**src/rtl/mipi_rx_pkg.sv**
```systemverilog
// Shared MIPI RX definitions: lane byte width, default SoT sync byte,
// aligner FSM state encoding and a one-bit-difference helper used by the
// SoT-tolerant search.
package mipi_rx_pkg;

  localparam int BYTE_W = 8;
  localparam logic [BYTE_W-1:0] SOT_DEFAULT = 8'hB8;

  typedef enum logic [1:0] {
    ST_IDLE   = 2'd0,
    ST_HUNT   = 2'd1,
    ST_LOCKED = 2'd2,
    ST_ERROR  = 2'd3
  } align_state_e;

  // True when a and b differ in exactly one bit position.
  function automatic logic one_bit_diff(input logic [BYTE_W-1:0] a,
                                        input logic [BYTE_W-1:0] b);
    logic [BYTE_W-1:0] x;
    x = a ^ b;
    return (x != '0) && ((x & (x - BYTE_W'(1))) == '0);
  endfunction

endpackage

```
**src/rtl/mipi_rx_lane_sync.sv**
```systemverilog
// Per-lane SoT search: forms the 16-bit window {din_i, previous din_i},
// finds the lowest bit offset holding the SoT byte, latches that offset and
// lock, and presents the byte-aligned lane byte for every cycle.
// Optional feature macro: MIPI_ALIGN_SOT_TOLERANT_EN (1-bit-error SoT lock).
// Ports:
//   clk, rst      byte clock, synchronous active-high reset
//   flush_i       clear lock/offset (end of burst)
//   search_i      search enabled this cycle
//   din_i         raw deserialised byte of this lane
//   byte_o        aligned byte (found offset in the lock cycle, latched after)
//   match_o       lane locks in this cycle
//   corr_o        lock in this cycle is a 1-bit-corrected match (macro only)
//   locked_o      lane is locked
module mipi_rx_lane_sync
  import mipi_rx_pkg::*;
#(
  parameter logic [BYTE_W-1:0] SOT_PATTERN = SOT_DEFAULT
) (
  input  logic              clk,
  input  logic              rst,
  input  logic              flush_i,
  input  logic              search_i,
  input  logic [BYTE_W-1:0] din_i,
  output logic [BYTE_W-1:0] byte_o,
  output logic              match_o,
`ifdef MIPI_ALIGN_SOT_TOLERANT_EN
  output logic              corr_o,
`endif
  output logic              locked_o
);

  logic [BYTE_W-1:0]   prev_q;
  logic                locked_q, locked_d;
  logic [2:0]          offset_q, offset_d;
  logic [2*BYTE_W-1:0] win;
  logic                found;
  logic [2:0]          found_off;
  logic [2:0]          sel_off;
`ifdef MIPI_ALIGN_SOT_TOLERANT_EN
  logic                found_corr;
`endif

  // Older byte sits in the low half because bits arrive LSB first.
  assign win = {din_i, prev_q};

  // Scan from the top offset down so the lowest matching offset is kept.
  always_comb begin
    found     = 1'b0;
    found_off = '0;
    for (int k = BYTE_W - 1; k >= 0; k--) begin
      if (win[k +: BYTE_W] == SOT_PATTERN) begin
        found     = 1'b1;
        found_off = 3'(k);
      end
    end
`ifdef MIPI_ALIGN_SOT_TOLERANT_EN
    // An exact match anywhere in the window beats any corrected match.
    found_corr = 1'b0;
    if (!found) begin
      for (int k = BYTE_W - 1; k >= 0; k--) begin
        if (one_bit_diff(win[k +: BYTE_W], SOT_PATTERN)) begin
          found      = 1'b1;
          found_corr = 1'b1;
          found_off  = 3'(k);
        end
      end
    end
`endif
  end

  assign match_o = search_i & ~locked_q & found;
`ifdef MIPI_ALIGN_SOT_TOLERANT_EN
  assign corr_o  = match_o & found_corr;
`endif

  // In the lock cycle the freshly found offset already yields the SoT byte.
  assign sel_off  = locked_q ? offset_q : found_off;
  assign byte_o   = win[sel_off +: BYTE_W];
  assign locked_o = locked_q;

  always_comb begin
    locked_d = locked_q;
    offset_d = offset_q;
    if (flush_i) begin
      locked_d = 1'b0;
      offset_d = '0;
    end else if (match_o) begin
      locked_d = 1'b1;
      offset_d = found_off;
    end
  end

  always_ff @(posedge clk) begin
    if (rst) begin
      prev_q   <= '0;
      locked_q <= 1'b0;
      offset_q <= '0;
    end else begin
      prev_q   <= din_i;
      locked_q <= locked_d;
      offset_q <= offset_d;
    end
  end

endmodule

```
**src/rtl/mipi_rx_multilane_aligner.sv**
```systemverilog
// Multi-lane MIPI HS receive aligner. Each lane finds its SoT byte and bit
// offset; the top-level FSM checks inter-lane skew and a per-lane delay line
// re-times the lanes so every lane's SoT lands in the same output word.
// Optional feature macro: MIPI_ALIGN_SOT_TOLERANT_EN (adds sot_corr).
// Ports:
//   clk, rst     byte clock, synchronous active-high reset
//   hs_en        HS receive active; low ends the burst
//   din          raw bytes, lane n in [8n+7:8n]
//   dout         aligned word, same lane mapping as din
//   valid        dout holds a valid aligned word
//   lane_locked  per-lane SoT found
//   skew_err     sticky per burst: lanes did not lock within SKEW_MAX
//   sot_corr     sticky per burst: a lane locked on a 1-bit-corrected SoT
module mipi_rx_multilane_aligner
  import mipi_rx_pkg::*;
#(
  parameter int                LANES       = 2,
  parameter int                SKEW_MAX    = 3,
  parameter logic [BYTE_W-1:0] SOT_PATTERN = SOT_DEFAULT
) (
  input  logic                    clk,
  input  logic                    rst,
  input  logic                    hs_en,
  input  logic [BYTE_W*LANES-1:0] din,
  output logic [BYTE_W*LANES-1:0] dout,
  output logic                    valid,
  output logic [LANES-1:0]        lane_locked,
  output logic                    skew_err
`ifdef MIPI_ALIGN_SOT_TOLERANT_EN
  ,
  output logic                    sot_corr
`endif
);

  localparam int CNT_W = 4;
  localparam int DL_N  = (SKEW_MAX > 0) ? SKEW_MAX : 1;
  localparam logic [CNT_W-1:0] SKEW_LIM = CNT_W'(SKEW_MAX);

  align_state_e             state_q, state_d;
  logic [LANES-1:0]         match, locked;
  logic [BYTE_W-1:0]        lane_byte [LANES];
  logic                     search, go_lock, go_err, any_lock, all_lock;
  logic [CNT_W-1:0]         cnt_q, cnt_d, cnt_now;
  logic [CNT_W-1:0]         stamp_q [LANES];
  logic [CNT_W-1:0]         stamp_d [LANES];
  logic [CNT_W-1:0]         dly_q   [LANES];
  logic [CNT_W-1:0]         dly_d   [LANES];
  logic [CNT_W-1:0]         dly_now [LANES];
  logic [CNT_W-1:0]         dly_sel [LANES];
  logic [BYTE_W-1:0]        dl_q    [LANES][DL_N];
  logic [BYTE_W*LANES-1:0]  word, dout_q, dout_d;
  logic                     valid_q, valid_d;
  logic                     skew_err_q, skew_err_d;
`ifdef MIPI_ALIGN_SOT_TOLERANT_EN
  logic [LANES-1:0]         corr;
  logic                     sot_corr_q, sot_corr_d;
`endif

  assign search = hs_en && (state_q == ST_HUNT);

  for (genvar n = 0; n < LANES; n++) begin : g_lane
    mipi_rx_lane_sync #(
      .SOT_PATTERN(SOT_PATTERN)
    ) u_sync (
      .clk      (clk),
      .rst      (rst),
      .flush_i  (~hs_en),
      .search_i (search),
      .din_i    (din[n*BYTE_W +: BYTE_W]),
      .byte_o   (lane_byte[n]),
      .match_o  (match[n]),
`ifdef MIPI_ALIGN_SOT_TOLERANT_EN
      .corr_o   (corr[n]),
`endif
      .locked_o (locked[n])
    );
  end

  assign any_lock = |locked;
  assign all_lock = &(locked | match);
  // Counter reads 0 in the cycle the first lane locks, then counts up.
  assign cnt_now  = any_lock ? cnt_q : '0;

  // FSM: state register
  always_ff @(posedge clk) begin
    if (rst) state_q <= ST_IDLE;
    else     state_q <= state_d;
  end

  // FSM: next state
  always_comb begin
    state_d = state_q;
    if (!hs_en) begin
      state_d = ST_IDLE;
    end else begin
      case (state_q)
        ST_IDLE: state_d = ST_HUNT;
        ST_HUNT: begin
          if (all_lock && (cnt_now <= SKEW_LIM)) state_d = ST_LOCKED;
          else if (cnt_now > SKEW_LIM)           state_d = ST_ERROR;
        end
        default: state_d = state_q;
      endcase
    end
  end

  // FSM: outputs
  always_comb begin
    go_lock = search && (state_d == ST_LOCKED);
    go_err  = search && (state_d == ST_ERROR);
    valid_d = hs_en && (go_lock || (state_q == ST_LOCKED));
  end

  always_comb begin
    cnt_d = cnt_q;
    if (!hs_en) begin
      cnt_d = '0;
    end else if (search && (any_lock || (|match)) && (cnt_now != '1)) begin
      cnt_d = cnt_now + CNT_W'(1);
    end

    word = '0;
    for (int n = 0; n < LANES; n++) begin
      // Lanes that locked earlier are held back by how long they waited.
      dly_now[n] = cnt_now - (locked[n] ? stamp_q[n] : cnt_now);
      dly_sel[n] = (state_q == ST_LOCKED) ? dly_q[n] : dly_now[n];
      stamp_d[n] = stamp_q[n];
      dly_d[n]   = dly_q[n];
      if (!hs_en) begin
        stamp_d[n] = '0;
        dly_d[n]   = '0;
      end else begin
        if (search && match[n]) stamp_d[n] = cnt_now;
        if (go_lock)            dly_d[n]   = dly_now[n];
      end
      word[n*BYTE_W +: BYTE_W] = lane_byte[n];
      for (int k = 1; k <= SKEW_MAX; k++) begin
        if (dly_sel[n] == CNT_W'(k)) word[n*BYTE_W +: BYTE_W] = dl_q[n][k-1];
      end
    end

    dout_d     = valid_d ? word : dout_q;
    skew_err_d = hs_en && (skew_err_q || go_err);
`ifdef MIPI_ALIGN_SOT_TOLERANT_EN
    sot_corr_d = hs_en && (sot_corr_q || (|(match & corr)));
`endif
  end

  always_ff @(posedge clk) begin
    if (rst) begin
      cnt_q      <= '0;
      valid_q    <= 1'b0;
      skew_err_q <= 1'b0;
      dout_q     <= '0;
`ifdef MIPI_ALIGN_SOT_TOLERANT_EN
      sot_corr_q <= 1'b0;
`endif
      for (int n = 0; n < LANES; n++) begin
        stamp_q[n] <= '0;
        dly_q[n]   <= '0;
        for (int k = 0; k < DL_N; k++) dl_q[n][k] <= '0;
      end
    end else begin
      cnt_q      <= cnt_d;
      valid_q    <= valid_d;
      skew_err_q <= skew_err_d;
      dout_q     <= dout_d;
`ifdef MIPI_ALIGN_SOT_TOLERANT_EN
      sot_corr_q <= sot_corr_d;
`endif
      for (int n = 0; n < LANES; n++) begin
        stamp_q[n] <= stamp_d[n];
        dly_q[n]   <= dly_d[n];
        dl_q[n][0] <= hs_en ? lane_byte[n] : '0;
        for (int k = 1; k < DL_N; k++) dl_q[n][k] <= hs_en ? dl_q[n][k-1] : '0;
      end
    end
  end

  assign dout        = dout_q;
  assign valid       = valid_q;
  assign lane_locked = locked;
  assign skew_err    = skew_err_q;
`ifdef MIPI_ALIGN_SOT_TOLERANT_EN
  assign sot_corr    = sot_corr_q;
`endif

endmodule

```
**config.mk**
```make
export PLATFORM = sky130hd
export DESIGN_NAME = mipi_rx_multilane_aligner
export DESIGN_NICKNAME = d
export VERILOG_FILES = /design/src/rtl/mipi_rx_pkg.sv /design/src/rtl/mipi_rx_lane_sync.sv /design/src/rtl/mipi_rx_multilane_aligner.sv
export SDC_FILE = /design/constraint.sdc
export NUM_CORES = 1
export LEC_CHECK = 0
export BUFFER_PORTS_ARGS = -buffer_cell sky130_fd_sc_hd__buf_2
export CORE_MARGIN = 5
export CORE_UTILIZATION = 54
export CTS_CLUSTER_DIAMETER = 60
export DETAILED_ROUTE_END_ITERATION = 8
export MAX_ROUTING_LAYER = met4
export PLACE_DENSITY = 0.83
export SYNTH_ARGS = -nofsm -noshare
export SYNTH_HDL_FRONTEND = slang
export SYNTH_HIERARCHICAL = 1
export SYNTH_SLANG_ARGS = --single-unit
```
**constraint.sdc**
```tcl
create_clock -name clk -period 5.34 [get_ports clk]
set_input_delay 1.335 -clock clk [delete_from_list [all_inputs] [get_ports clk]]
set_output_delay 1.335 -clock clk [all_outputs]
set_load 0.1 [all_outputs]
```
# After elaboration in Yosys (flattened, before gate mapping)
# Memories as Yosys holds them, arrays and structs flattened.
# Index checks and enable logic that the tools add are counted.
dict set report op_classes {
  addsub 3
  n_mul 0
  div_mod_pow 0
  n_lt_le_gt_ge 2
  eq_ne 27
  shifts 2
  muxes 76
  bitwise 18
  n_reduce_logical 18
}
# op n
set op_table {}
lappend op_table {{2-to-1 mux 8 bit} 18}
lappend op_table {{== test 8 bit, second input constant} 16}
lappend op_table {{2-to-1 mux 4 bit} 17}
lappend op_table {{2-to-1 mux 3 bit} 18}
lappend op_table {{indexed part select 16 x 4 -> 8 bit} 2}
lappend op_table {{2-to-1 mux 1 bit} 19}
lappend op_table {{== test 4 x 2 -> 1 bit, second input constant} 4}
lappend op_table {{logical AND 1 bit} 10}
lappend op_table {{bitwise OR 1 bit} 10}
lappend op_table {{== test 4 x 1 -> 1 bit, second input constant} 2}
lappend op_table {{subtractor 4 bit} 2}
lappend op_table {{== test 2 bit, second input constant} 3}
lappend op_table {{2-to-1 mux 2 bit} 3}
lappend op_table {{OR reduction 2 bit} 3}
lappend op_table {{adder 4 x 1 -> 4 bit, second input constant} 1}
lappend op_table {{bitwise AND 1 bit} 4}
lappend op_table {{> comparator 4 x 2 -> 1 bit, second input constant} 1}
lappend op_table {{less-or-equal comparator 4 x 2 -> 1 bit, second input constant} 1}
lappend op_table {{inequality test 4 bit, second input constant} 1}
lappend op_table {{one-hot mux 2 bit (2 select lines)} 1}
lappend op_table {{logical OR 1 bit} 3}
lappend op_table {{inverter 1 bit} 3}
lappend op_table {{== test 2 x 1 -> 1 bit, second input constant} 1}
lappend op_table {{zero test 2 bit} 1}
lappend op_table {{other kinds (2)} 2}
dict set report word_totals {
  reg_bits 48
  latch_bits 0
  mem_bits_rw 64
  rom_bits 0
  input_bits 19
  out_inout_bits 20
  word_cells 160
  mem_count 3
}
# memory depth word_bits rd rd_clocked_by_memory_dff wr line_no
set memory_table {}
lappend memory_table {dl_q 2 24 2 0 2 mipi_rx_multilane_aligner.sv:50} ;# logic [BYTE_W-1:0] dl_q [LANES][DL_N];
lappend memory_table {dly_q 2 4 2 0 2 mipi_rx_multilane_aligner.sv:46} ;# logic [CNT_W-1:0] dly_q [LANES];
lappend memory_table {stamp_q 2 4 2 0 2 mipi_rx_multilane_aligner.sv:44} ;# logic [CNT_W-1:0] stamp_q [LANES];

# Longest topological paths before layout
dict set report logic_depth {
  ltp_word 21
  ltp_mapped 13
  mapped_depth_nobuf 12
}

# By module
# The synthesis kept the hierarchy.
# module instances cells_each area_each_um2 seq_area_each_um2
set by_module_without_submodules {}
lappend by_module_without_submodules {mipi_rx_multilane_aligner 1 410 3860.0 1761.7}
lappend by_module_without_submodules {mipi_rx_lane_sync 2 91 1022.2 240.2}

# Worst setup path after synthesis
# OpenSTA, ideal clock, no wires.
dict set report synth_path {
  kind {flip-flop to flip-flop}
  start {reg g_lane[1].u_sync.locked_q}
  end {reg dout_q[10], in the netlist dout[10]}
  setup_ns 0.124
  arrival_ns 3.469
  required_ns 5.216
  slack_ns 1.747
  stages_incl_launch_ff 13
  path_buffers 1
  period_less_slack_ns 3.593
  cell_sequence {dfxtp_1 buf_6 inv_1 nand2_1 nand2_1 o21ai_0 inv_1 ha_1 o311a_1 o2111a_1 nor3_4 mux2i_1 o31ai_2}
}
dict set report synth_via {
  elab_chain_len 13
  word_cells_on_any_way 29
  cone_classes {add/sub (1); order compare (2); eq/ne (4); shift (1); mux (11); bitwise (4); reduce/logical (6)}
}
# item line_no
set synth_lines {}
lappend synth_lines {{start, declared} mipi_rx_lane_sync.sv:33} ;# logic locked_q, locked_d;
lappend synth_lines {{start signal, assigned} mipi_rx_lane_sync.sv:100} ;# locked_q <= locked_d;
lappend synth_lines {{parallel branches: the longest is 13 deep, another holds > comparator 4 x 2 -> 1 bit} -}
lappend synth_lines {{end signal, assigned} mipi_rx_multilane_aligner.sv:167} ;# dout_q <= dout_d;
lappend synth_lines {{end, declared} mipi_rx_multilane_aligner.sv:51} ;# logic [BYTE_W*LANES-1:0] word, dout_q, dout_d;
# Parallel ways; which one is timed is not known.
# A chain may end at the register's enable or synchronous reset.

# Worst setup path after layout
dict set report layout_path {
  start {reg g_lane[1].u_sync.locked_q}
  end {reg dout_q[5], in the netlist dout[5]}
}
# Same word-level chain as after synthesis.

==> impl_summary.txt <==
----------------------------------------------------
[Global route]
  Overall Global Routing Usage ... 20.0%
  Wire length of the first global-routing pass ... 21.0 mm
  Met2 track demand over resource ... 32.5%
  Number of antenna violations at the first check in global routing ... 0
  Maximum number of pins on one net before global-route repair ... 49
  Total congestion overflow after global routing ... 0
  Met1 track demand over resource ... 25.9%
  Met3 usage in global routing ... about 3%
  Via count of the first global-routing pass ... 4416
  Routing layer with the top usage in global route ... met2

[Route]
  Starting DRT DRC Count ... 244
  DRC viols ... 0
  DR vias ... 4504
  DRT Wirelength ... 12.3 mm
  Post-detailed-route via-to-cell ratio ... between 5 and 6
  Antenna-violating nets left ... 0
  Number of detailed-route iterations in the first pass ... 5
  Detail-routed net length per standard cell ... 16.1 um

[Clocking]
  Clock latency on the worst-skew pair ... 0.37 ns
  Clock Tree Root ... clkbuf_8
  Clock transition at the registers of the reported paths ... 0.11 ns
  Clock tree from TritonCTS ... done
  CTS max path bufs ... 2
  CTS Buf Count ... 9
  Cells resized by post-CTS repair ... 0
  H-tree level count ... 3
  Quantity of hold-fixing buffers added after cts ... 0
  Post-CTS Setup Inserts ... 0
  CTS sink count ... 112

[STA]
  Setup repair after global routing missed its margin ... false
  Hold Fails Final Rpt ... 0
  Pin slew with the least headroom to its limit ... ~0.9 ns
  Number of pins with negative max-slew slack in the final report ... 0
  Setup ws final ... 1.77 ns
  Worst Skew ... 0.00860 ns
  Final worst hold slack ... 0.466 ns
  Final setup viols ... 0
  Post-route minimum period ... between 3 and 4 ns
  Max Clock Freq ... between 0.2 and 0.3 GHz
  Fin Setup TNS ... 0 ns
  Max_slew headroom ... 38.6%
  Final worst-path cycle share ... 66.8%

[Floorplan]
  Floorplan Core Area ... ~11000 um2
  Area enclosed by the die boundary ... 13100 um2
  Die Y-Extent ... 115 um
  Count of pins on the block boundary ... 39
  Row count ... 38
  DIE WIDTH ... 115 um
  Starting density of the core ... 54.7%

[Outcome]
  Run status ... completed

[Power and ir drop]
  Static power due to leakage ... 2.51 nW
  Pwr dens ... 235 nW/um2
  Net switching power figure ... 0.357 mW
  Part of the total power dissipated in the clock network ... 35.0%
  Sequential Power Share ... 57.9%
  PnR Total Power ... between 1 and 1.5 mW
  VDD IR-drop max ... around 0.14 mV
  Combinational share of power ... 7.1%
  Switching part of the total power ... 24.0%
  Cell internal pwr ... 1.13 mW

[Critical path]
  Origin of the critical flop-to-flop path ... g_lane[1].u_sync/locked_o
  Number of buffer and inverter stages on the critical path ... 2
  Worst reg-to-reg setup slack ... 1.77 ns
  Endpoint class of the critical path ... flip-flop
  Crit Path Max Fanout ... 14
  Crit path max-delay cell type ... dfxtp_1
  Reg-to-reg critical path endpoint ... dout[5]
  Biggest cell delay along the critical path ... 0.61 ns
  Launch point of the worst path ... g_lane[1].u_sync/locked_o
  Top cell family by delay on the critical path ... simple AND/OR/NAND/NOR gates
  Cells along the critical path ... inv_1 > nand2_1 > nand2_1 > o21ai_0 > inv_1 > ha_1 > o311a_1 > nor4_1 > o21ai_1 > nor2_1 > o31ai_2
  Data required time at the worst endpoint ... 5.60 ns
  WS Path Type ... reg2reg
  CP startpoint kind ... flip-flop
  Data arrival time at the worst-slack endpoint ... ~3.8 ns
  Depth of the most critical reg-to-reg path ... 11

[Yosys]
  Syn Std Cell Area ... slightly below 6000 um2
  Count of state elements after synthesis ... 112
  Distinct cell type count of the synthesized netlist ... between 50 and 60
  Synth Instances ... ~590
  Share of the yosys chip area belonging to registers ... approximately 38%
  Syn_nets ... 619
  Syn. warnings ... 6
  Synthesized area per cell ... between 9 and 10 um2

[Finish]
  Layout overhead on the synthesized area ... 7.14%
  Leading cell type in the layout, fill and taps excluded ... dfxtp_1
  Number of diodes added for antenna fixing ... 0
  Share of post-route cells with drive strength above 1 ... between 15 and 20%
  Final Util ... 58.6%
  Fillcell total ... between 800 and 900
  Most frequent cells in the layout ... 112 x dfxtp_1, 53 x nor2_1, 50 x and2_1, 44 x mux2i_1, 40 x nand2_1
  Post-route non-filler standard cell count ... between 700 and 800
  Area of all sequential standard cells ... 2240 um2
  Post-layout nets ... 644
  Non-Filler Cell Area, Final ... 6330 um2
  Multi-input gate area ... between 3000 and 4000 um2

[Worst hold path]
  Worst min-delay path startpoint ... dl_q[1][15]
  Hold crit path type ... reg2reg
  Hold Crit Endpoint ... dl_q[1][7]
  Hold Path Cell Cnt ... 1

[Placement]
  Placed cell areas ... 6120 um2
  Port Buffer Count ... 38
  Placement Setup Slack ... 1.46 ns
  Global placer's final weighted congestion ... 0.895
  Final HPWL from detailed placement ... between 8 and 9 mm
  Placed cell count ... 746

[Run]
  MaxCap Viol Count ... 0

----------------------------------------------------
worst max path at each step:
stage                to  slack [ns]  cells past startpoint
2_1_floorplan  dout[10]        1.75                     12
4_1_cts         dout[5]        1.82                     11
3_5_place_dp   dout[14]        1.46                     12
3_3_place_gp    dout[4]        1.63                     12
6_report        dout[5]        1.77                     11
5_1_grt         dout[1]        1.45                     11
sequential cells by signal, summed over array words and instances (netlist names):
name                    count
dl_q                       48
dout                       16
g_lane.u_sync/prev_q       16
dly_q                       8
stamp_q                     8
g_lane.u_sync/offset_q      6
cnt_q                       4
g_lane.u_sync/locked_o      2
state_q                     2
skew_err                    1
valid                       1
cell families (layout without fill, tap and decap cells):
kind of cell | count (synthesis) | in the layout | synth area share, %
AOI/OAI and AO/OA | 118 | 118 | 16.1
DFF | 112 | 112 | 38.0
xor gates and xnor gates | 6 | 6 | 0.890
adders and majority gates | 8 | 8 | 1.95
buffers and inverters | 37 | 67 | 3.50
muxes | 82 | 82 | 17.0
and+or+nand+nor | 229 | 229 | 22.5
synthesized netlist by cell type, drive strengths merged:
library cell	count	area share, %
a22oi	2	0.25
o31a	1	0.15
o22a	17	2.5
nor2b	18	1.9
nand3	6	0.51
nand3b	2	0.25
buf	11	1.8
nand2b	7	0.74
mux2i	54	11
o311a	2	0.34
a21oi	19	1.6
clkbuf	15	0.95
o21ba	1	0.17
nor4bb	8	1.4
nor3b	3	0.47
a31o	2	0.59
o211ai	2	0.25
xor2	4	0.59
inv	11	0.70
dfxtp	112	38
or3	2	0.21
nor4	4	0.42
o21ai	16	1.5
nand4bb	6	1.1
a21o	2	0.25
ha	6	1.3
o22ai	1	0.11
nand4	2	0.21
a31oi	9	0.95
a211oi	9	1.1
and3	4	0.42
nand2	40	2.5
o221ai	16	2.4
and2	50	5.3
mux2	28	6.4
xnor2	2	0.30
nor3	13	1.5
o31ai	16	3.4
a41oi	1	0.15
and4bb	10	2.1
fa	2	0.68
o2111a	2	0.38
nor2	54	3.4
power by group through the flow:
stage / registers [mW] / logic (mW) / clock network [mW]
after detailed placement: 0.879 / 0.105 / 0
after CTS: 0.860 / 0.105 / 0.526
after global routing: 0.863 / 0.115 / 0.566
final: 0.860 / 0.105 / 0.520
after floorplan: 0.875 / 0.0779 / 0
after global placement: 0.878 / 0.102 / 0
routing by layer:
layer	up-vias	part of all wire (%)	wire, um
met5	-	0	0
met4	0	1.2	144
met3	11	4.0	490
met2	82	48	5920
met1	2196	47	5720
li1	2215	-	-
area by class of cell:
| class | instances | area share [%] |
|---|---|---|
| flip-flops and latches | 112 | 35.4 |
| clock inverters | 6 | 1.05 |
| multi-input cells | 443 | 54.7 |
| clock buffers | 10 | 2.18 |
| repair buffers | 40 | 3.24 |
| well taps | 140 | 2.77 |
| inverters | 11 | 0.653 |
Power figures use the tool's default switching activity.
